<file path="src/rtl/fp_accel_pkg.sv">
// Shared definitions for the fingerprint accelerator stages: default
// geometry, derived-width helpers and the sub-vector counter states.
package fp_accel_pkg;

  localparam int BUS_WIDTH_DEF    = 128;
  localparam int VECTOR_WIDTH_DEF = 920;
  localparam int VEC_ID_WIDTH_DEF = 8;

  // Position of the current word inside its vector
  typedef enum logic [1:0] {
    FIRST = 2'd0,
    MID   = 2'd1,
    FINAL = 2'd2
  } sub_state_e;

  // Number of bus words needed to carry one vector
  function automatic int calc_sub_vec_no(input int vec_width, input int bus_width);
    return (vec_width + bus_width - 1) / bus_width;
  endfunction

  // Width able to hold a popcount of 0..vec_width
  function automatic int calc_cnt_width(input int vec_width);
    return $clog2(vec_width + 1);
  endfunction

endpackage

</file>
<file path="src/rtl/vec_popcnt_acc_popcnt_tree.sv">
// popcnt_tree: popcount of one bus word, registered (1-cycle latency).
// The register only loads when i_en is high so the value is held for the
// downstream stage between accepted words.
module popcnt_tree #(
  parameter int W     = 128,
  parameter int OUT_W = $clog2(W + 1)
) (
  input  logic             clk,
  input  logic             rst,
  input  logic             i_en,
  input  logic [W-1:0]     i_vec,
  output logic [OUT_W-1:0] o_cnt
);

  logic [OUT_W-1:0] w_cnt;
  logic [OUT_W-1:0] r_cnt;

  // Sum of all bits; synthesis balances the chain into an adder tree
  always_comb begin
    w_cnt = '0;
    for (int i = 0; i < W; i++) begin
      w_cnt = w_cnt + OUT_W'(i_vec[i]);
    end
  end

  // Capture the count of each accepted word
  always_ff @(posedge clk) begin
    if (rst) begin
      r_cnt <= '0;
    end else if (i_en) begin
      r_cnt <= w_cnt;
    end else begin
      r_cnt <= r_cnt;
    end
  end

  assign o_cnt = r_cnt;

endmodule

</file>
<file path="src/rtl/vec_popcnt_acc.sv">
// vec_popcnt_acc: accumulates per-word popcounts over one vector and queues
// one (count, VecID, Last) result per vector in a small output FIFO.
// Optional build macro VEC_POPCNT_ID_CHECK_EN adds the sticky err_IdMismatch
// output flagging non-first words whose VecID differs from the first word.
module vec_popcnt_acc
  import fp_accel_pkg::*;
#(
  parameter int BUS_WIDTH    = BUS_WIDTH_DEF,
  parameter int VECTOR_WIDTH = VECTOR_WIDTH_DEF,
  parameter int VEC_ID_WIDTH = VEC_ID_WIDTH_DEF,
  parameter int FIFO_DEPTH   = 4,
  // Derived, do not override
  parameter int SUB_VEC_NO   = calc_sub_vec_no(VECTOR_WIDTH, BUS_WIDTH),
  parameter int CNT_WIDTH    = calc_cnt_width(VECTOR_WIDTH)
) (
  input  logic                    clk,
  input  logic                    rst,
  input  logic [BUS_WIDTH-1:0]    up_Vector,
  input  logic [VEC_ID_WIDTH-1:0] up_VecID,
  input  logic                    up_Valid,
  input  logic                    up_Last,
  output logic                    up_Ready,
  output logic [CNT_WIDTH-1:0]    dn_Cnt,
  output logic [VEC_ID_WIDTH-1:0] dn_VecID,
  output logic                    dn_Valid,
  output logic                    dn_Last,
  input  logic                    dn_Ready
`ifdef VEC_POPCNT_ID_CHECK_EN
  ,output logic                   err_IdMismatch
`endif
);

  localparam int PC_WIDTH = $clog2(BUS_WIDTH + 1);
  localparam int SUB_W    = (SUB_VEC_NO > 1) ? $clog2(SUB_VEC_NO) : 1;
  localparam int PTR_W    = $clog2(FIFO_DEPTH);
  localparam int CRD_W    = PTR_W + 2;
  localparam logic [SUB_W-1:0] LAST_IDX = SUB_W'(SUB_VEC_NO - 1);

  // Input side
  logic                    r_run;
  logic [SUB_W-1:0]        r_sub_cnt;
  logic [VEC_ID_WIDTH-1:0] r_cap_id;
  sub_state_e              w_sub_state;
  logic [SUB_W-1:0]        w_sub_cnt_nxt;
  logic                    w_accept;
  logic                    w_first;
  logic                    w_final;
  logic [VEC_ID_WIDTH-1:0] w_id;
  logic [CRD_W-1:0]        w_credit_used;

  // P1 stage
  logic                    r_p1_valid;
  logic                    r_p1_final;
  logic                    r_p1_first;
  logic                    r_p1_last;
  logic [VEC_ID_WIDTH-1:0] r_p1_id;
  logic [PC_WIDTH-1:0]     w_p1_pc;

  // ACC stage
  logic [CNT_WIDTH-1:0]    r_acc;
  logic [CNT_WIDTH-1:0]    w_sum;
  logic                    r_res_valid;
  logic [CNT_WIDTH-1:0]    r_res_cnt;
  logic [VEC_ID_WIDTH-1:0] r_res_id;
  logic                    r_res_last;

  // Output FIFO
  logic [CNT_WIDTH-1:0]    r_fifo_cnt  [FIFO_DEPTH];
  logic [VEC_ID_WIDTH-1:0] r_fifo_id   [FIFO_DEPTH];
  logic                    r_fifo_last [FIFO_DEPTH];
  logic [PTR_W-1:0]        r_wr_ptr;
  logic [PTR_W-1:0]        r_rd_ptr;
  logic [PTR_W:0]          r_fifo_count;
  logic                    w_push;
  logic                    w_pop;

  // Every final entry in P1/ACC already owns a FIFO slot, so the FIFO can
  // never overflow and the pipeline never needs to stall.
  assign w_credit_used = CRD_W'(r_fifo_count) + CRD_W'(r_p1_valid & r_p1_final)
                       + CRD_W'(r_res_valid);
  assign up_Ready = r_run & (w_credit_used < CRD_W'(FIFO_DEPTH));
  assign w_accept = up_Valid & up_Ready;
  assign w_id     = w_first ? up_VecID : r_cap_id;

  // Sub-vector position decode and next counter value
  always_comb begin
    w_sub_state   = MID;
    w_first       = (r_sub_cnt == '0);
    w_final       = up_Last;
    w_sub_cnt_nxt = r_sub_cnt;
    if (r_sub_cnt == LAST_IDX) begin
      w_sub_state = FINAL;
    end else if (r_sub_cnt == '0) begin
      w_sub_state = FIRST;
    end else begin
      w_sub_state = MID;
    end
    case (w_sub_state)
      FINAL:      w_final = 1'b1;
      FIRST, MID: w_final = up_Last;
      default:    w_final = up_Last;
    endcase
    if (w_accept) begin
      if (w_final) begin
        w_sub_cnt_nxt = '0;
      end else begin
        w_sub_cnt_nxt = r_sub_cnt + SUB_W'(1);
      end
    end else begin
      w_sub_cnt_nxt = r_sub_cnt;
    end
  end

  popcnt_tree #(
    .W     (BUS_WIDTH),
    .OUT_W (PC_WIDTH)
  ) u_popcnt_tree (
    .clk   (clk),
    .rst   (rst),
    .i_en  (w_accept),
    .i_vec (up_Vector),
    .o_cnt (w_p1_pc)
  );

  // Input counter, ID capture and P1 side-band registers
  always_ff @(posedge clk) begin
    if (rst) begin
      r_run      <= 1'b0;
      r_sub_cnt  <= '0;
      r_cap_id   <= '0;
      r_p1_valid <= 1'b0;
      r_p1_final <= 1'b0;
      r_p1_first <= 1'b0;
      r_p1_last  <= 1'b0;
      r_p1_id    <= '0;
    end else begin
      r_run      <= 1'b1;
      r_sub_cnt  <= w_sub_cnt_nxt;
      r_p1_valid <= w_accept;
      if (w_accept) begin
        r_p1_final <= w_final;
        r_p1_first <= w_first;
        r_p1_last  <= up_Last;
        r_p1_id    <= w_id;
        if (w_first) begin
          r_cap_id <= up_VecID;
        end
      end
    end
  end

  // First word restarts the sum; wraps modulo 2^CNT_WIDTH by construction
  assign w_sum = (r_p1_first ? '0 : r_acc) + CNT_WIDTH'(w_p1_pc);

  // Accumulator and per-vector result register
  always_ff @(posedge clk) begin
    if (rst) begin
      r_acc       <= '0;
      r_res_valid <= 1'b0;
      r_res_cnt   <= '0;
      r_res_id    <= '0;
      r_res_last  <= 1'b0;
    end else begin
      r_res_valid <= r_p1_valid & r_p1_final;
      if (r_p1_valid) begin
        r_acc <= w_sum;
        if (r_p1_final) begin
          r_res_cnt  <= w_sum;
          r_res_id   <= r_p1_id;
          r_res_last <= r_p1_last;
        end
      end
    end
  end

  assign w_push = r_res_valid;
  assign w_pop  = dn_Valid & dn_Ready;

  // Output FIFO storage, pointers and occupancy
  always_ff @(posedge clk) begin
    if (rst) begin
      r_wr_ptr     <= '0;
      r_rd_ptr     <= '0;
      r_fifo_count <= '0;
      for (int i = 0; i < FIFO_DEPTH; i++) begin
        r_fifo_cnt[i]  <= '0;
        r_fifo_id[i]   <= '0;
        r_fifo_last[i] <= 1'b0;
      end
    end else begin
      if (w_push) begin
        r_fifo_cnt[r_wr_ptr]  <= r_res_cnt;
        r_fifo_id[r_wr_ptr]   <= r_res_id;
        r_fifo_last[r_wr_ptr] <= r_res_last;
        r_wr_ptr              <= r_wr_ptr + PTR_W'(1);
      end
      if (w_pop) begin
        r_rd_ptr <= r_rd_ptr + PTR_W'(1);
      end
      case ({w_push, w_pop})
        2'b10:   r_fifo_count <= r_fifo_count + (PTR_W+1)'(1);
        2'b01:   r_fifo_count <= r_fifo_count - (PTR_W+1)'(1);
        default: r_fifo_count <= r_fifo_count;
      endcase
    end
  end

  assign dn_Valid = (r_fifo_count != '0);
  assign dn_Cnt   = r_fifo_cnt[r_rd_ptr];
  assign dn_VecID = r_fifo_id[r_rd_ptr];
  assign dn_Last  = r_fifo_last[r_rd_ptr];

`ifdef VEC_POPCNT_ID_CHECK_EN
  logic r_err_id;

  // Sticky flag: a later word of a vector carried a different ID
  always_ff @(posedge clk) begin
    if (rst) begin
      r_err_id <= 1'b0;
    end else if (w_accept && !w_first && (up_VecID != r_cap_id)) begin
      r_err_id <= 1'b1;
    end else begin
      r_err_id <= r_err_id;
    end
  end

  assign err_IdMismatch = r_err_id;
`endif

endmodule
</file>
<file path="config.mk">
export PLATFORM = sky130hd
export DESIGN_NAME = vec_popcnt_acc
export DESIGN_NICKNAME = d
export VERILOG_FILES = /design/src/rtl/fp_accel_pkg.sv /design/src/rtl/vec_popcnt_acc_popcnt_tree.sv /design/src/rtl/vec_popcnt_acc.sv
export SDC_FILE = /design/constraint.sdc
export NUM_CORES = 1
export LEC_CHECK = 0
export ABC_AREA = 0
export CORE_MARGIN = 2
export CORE_UTILIZATION = 30
export CTS_CLUSTER_DIAMETER = 150
export DETAILED_ROUTE_END_ITERATION = 16
export SYNTH_ARGS = -nofsm -noshare
export SYNTH_HDL_FRONTEND = slang
export SYNTH_SLANG_ARGS = --single-unit
export TNS_END_PERCENT = 50
</file>
<file path="constraint.sdc">
create_clock -name clk -period 12.3 [get_ports clk]
set_clock_uncertainty 0.05 [all_clocks]
set_input_delay 2.46 -clock clk [delete_from_list [all_inputs] [get_ports clk]]
set_output_delay 2.46 -clock clk [all_outputs]
set_load 0.01 [all_outputs]
</file>
==> metrics.txt <==
status completed; IO buf count 161; Synth cell types 57; Worst path max stage delay 0.57 ns; Clock Path Buffers 2; Cells after Synth 891; post-CTS setup buffers 0; GRT Overall Usage between 10% and 20%; hold crit path type flop to flop; worst rel slew slack between 30% and 40%; top_reg_cell synth edfxtp_1; register area share after synthesis 36.8%; Die H 183 µm; count of state elements after synthesis between 100 and 150; Synth area leader fa_1; setup violators final 0; hold_ws between 0.4 and 0.5 ns; Worst Tran Pin Value 1.00 ns; Slowest-stage cell, CP fa_1; total number of vias between 6000 and 7000; fmax 0.105 GHz; Setup CP Type input pin to flop; layout cell share with drive strength beyond 1 between 6 and 7%; share of the synthesized area in the top cell type 24.4%; Syn Nets 1188; first-pass GRT wire length 33.8 mm; Synth area leaders fa_1, edfxtp_1, dfxtp_1, inv_1, ha_1; RSZ-0062 raised after global routing false; Core Area 0.0316 mm²; Root Buffer clkbuf_16; Routed WL 20.3 mm; crit share post-route 77.1%; mean routed wirelength per cell 13.9 µm; clock tree from TritonCTS built; Iter 0 DRT Violations 292; clock slew at reported path FFs 0.06 ns; crit end category flop; # IOs 162; Worst setup SP type input pin; CP Max Fanout 3; Max-Cap Viols 0; hold_buf cts 0; GRT met3 Usage 4.33%; met1 Use GR 14.5%; Yosys warnings 0; FILL cells 3125; crit path time final 9.48 ns; Setup WS post-layout about 2.8 ns; Post-synth EDFFs 76; busiest grt layer met2; CP dominant cell by count fa_1; Arr. time, crit path 9.74 ns; Resize count post-CTS 0; mapped cell area 0.00962 mm²; vias in the first global route 6865; H-tree depth 4; M2 GR Usage 23.2%; die width approximately 180 µm; Post-synth ARST share 0%; initial antenna violation count 0; DRT antenna net count 0; initial core utilization a little under a third; clk sink count 139; # rows 65; Final Wtd Congestion 0.784; Data required, critical path roughly 13 ns; die area 0.0335 mm²; clk_lat worst skew 0.42 ns; clock buffer count from CTS 17; ANT cells 0; DP Worst Slack 2.35 ns; final hold vios 0; Syn-to-layout area delta 27.4%; DR pass1 iterations 4; vias per cell 4.38; Post-layout nets 1342; CP Cell Sequence clkdlybuf4s50_1 > ha_1 > inv_1 > fa_1 > fa_1 > fa_1 > fa_1 > fa_1 > fa_1 > fa_1 > fa_1 > fa_1 > fa_1 > fa_1 > inv_1 > fa_1 > a211oi_1 > nor2_1 > o22ai_1 > nor4_1 > a311o_1; Residual DRC 0; pin count of the biggest net entering global routing 77; post-DP HPWL roughly 16 mm; Mean Syn Cell Area 10.8 µm²; Overflow after GRT 0; Max Slew Vio Count 0; setup TNS 0 ns
placed cells by master (no fill, tap or decap), types with 14 or more instances in the layout:
master	n
mux2i_1	14
ha_1	39
a21oi_1	30
clkdlybuf4s50_1	160
mux4_2	19
inv_1	206
clkbuf_16	17
dfxtp_1	63
edfxtp_1	76
nand2_1	60
and2_1	26
fa_1	117
nor2_1	73
cells in the mapped netlist, types with 14 or more instances:
library cell	instances
inv_1	206
fa_1	117
edfxtp_1	76
nor2_1	73
dfxtp_1	63
nand2_1	60
ha_1	39
a21oi_1	30
and2_1	26
mux4_2	19
clkbuf_1	15
mux2i_1	14
logic make-up after synthesis:
family                   share of synthesized area (%)
AND/OR/NAND/NOR                                   11.9
XOR/XNOR                                         0.638
buffers and inverters                             9.58
flip-flops                                        36.8
adder cells (fa/ha/maj)                           29.4
AO/OA/AOI/OAI                                     5.71
multiplexers                                      5.91
flip-flops by register name (all words and copies together) (netlist names), 2 cells and up, named ones only:
register and flops:
r_rd_ptr 2, r_fifo_count 3, u_popcnt_tree.o_cnt 8, r_sub_cnt 3, r_p1_id 8, r_fifo_last 4, r_res_id 8, r_fifo_id 32
r_res_cnt 10, r_wr_ptr 2, r_fifo_cnt 40, r_acc 10
metrics by stage:
step / area [µm²] / util (%) / cells
floorplan: 9620 / - / 891
global placement: 11600 / 36.9 / 1428
detailed placement: 11600 / 36.9 / 1428
CTS: 12300 / 38.8 / 1460
global route: 12300 / 38.8 / 1460
finish: 12300 / 38.8 / 1460
per-layer routing:
layer / vias up / part of all wire (%)
met3: 12 / 7.2
met4: 0 / 0.72
met1: 3053 / 41
met2: 166 / 51
met5: - / 0
li1: 3158 / -
worst paths after layout:
kind                      from                      to  slack [ns]  cells after the start
hold reg to reg     r_p1_id[7]             r_res_id[7]        0.40                      2
setup / recovery  up_Vector[0]  u_popcnt_tree.o_cnt[6]        2.82                     21
setup reg to reg   r_res_valid              r_p1_id[7]        9.60                      6
hold / removal      r_p1_id[7]             r_res_id[7]        0.40                      2
worst max-delay path, delay by kind of cell:
family / cells / cell delay, ns
buffers and inverters: 3 / 0.52
adders and majority gates: 13 / 5.88
AOI/OAI and AO/OA: 3 / 0.72
and+or+nand+nor: 2 / 0.16
area by class of cell:
type,instances,area (µm²),area share (%)
multi-input combinational,513,5170,42.2
sequential,139,3540,28.9
timing repair buffer,166,1640,13.4
inverter,208,781,6.37
tap,402,503,4.11
clock buffer,21,470,3.84
clock inverter,11,141,1.15
Power is left out: the tool's default activity adds up to more than one toggle a clock period on the data nets, which glitch-free logic cannot reach.
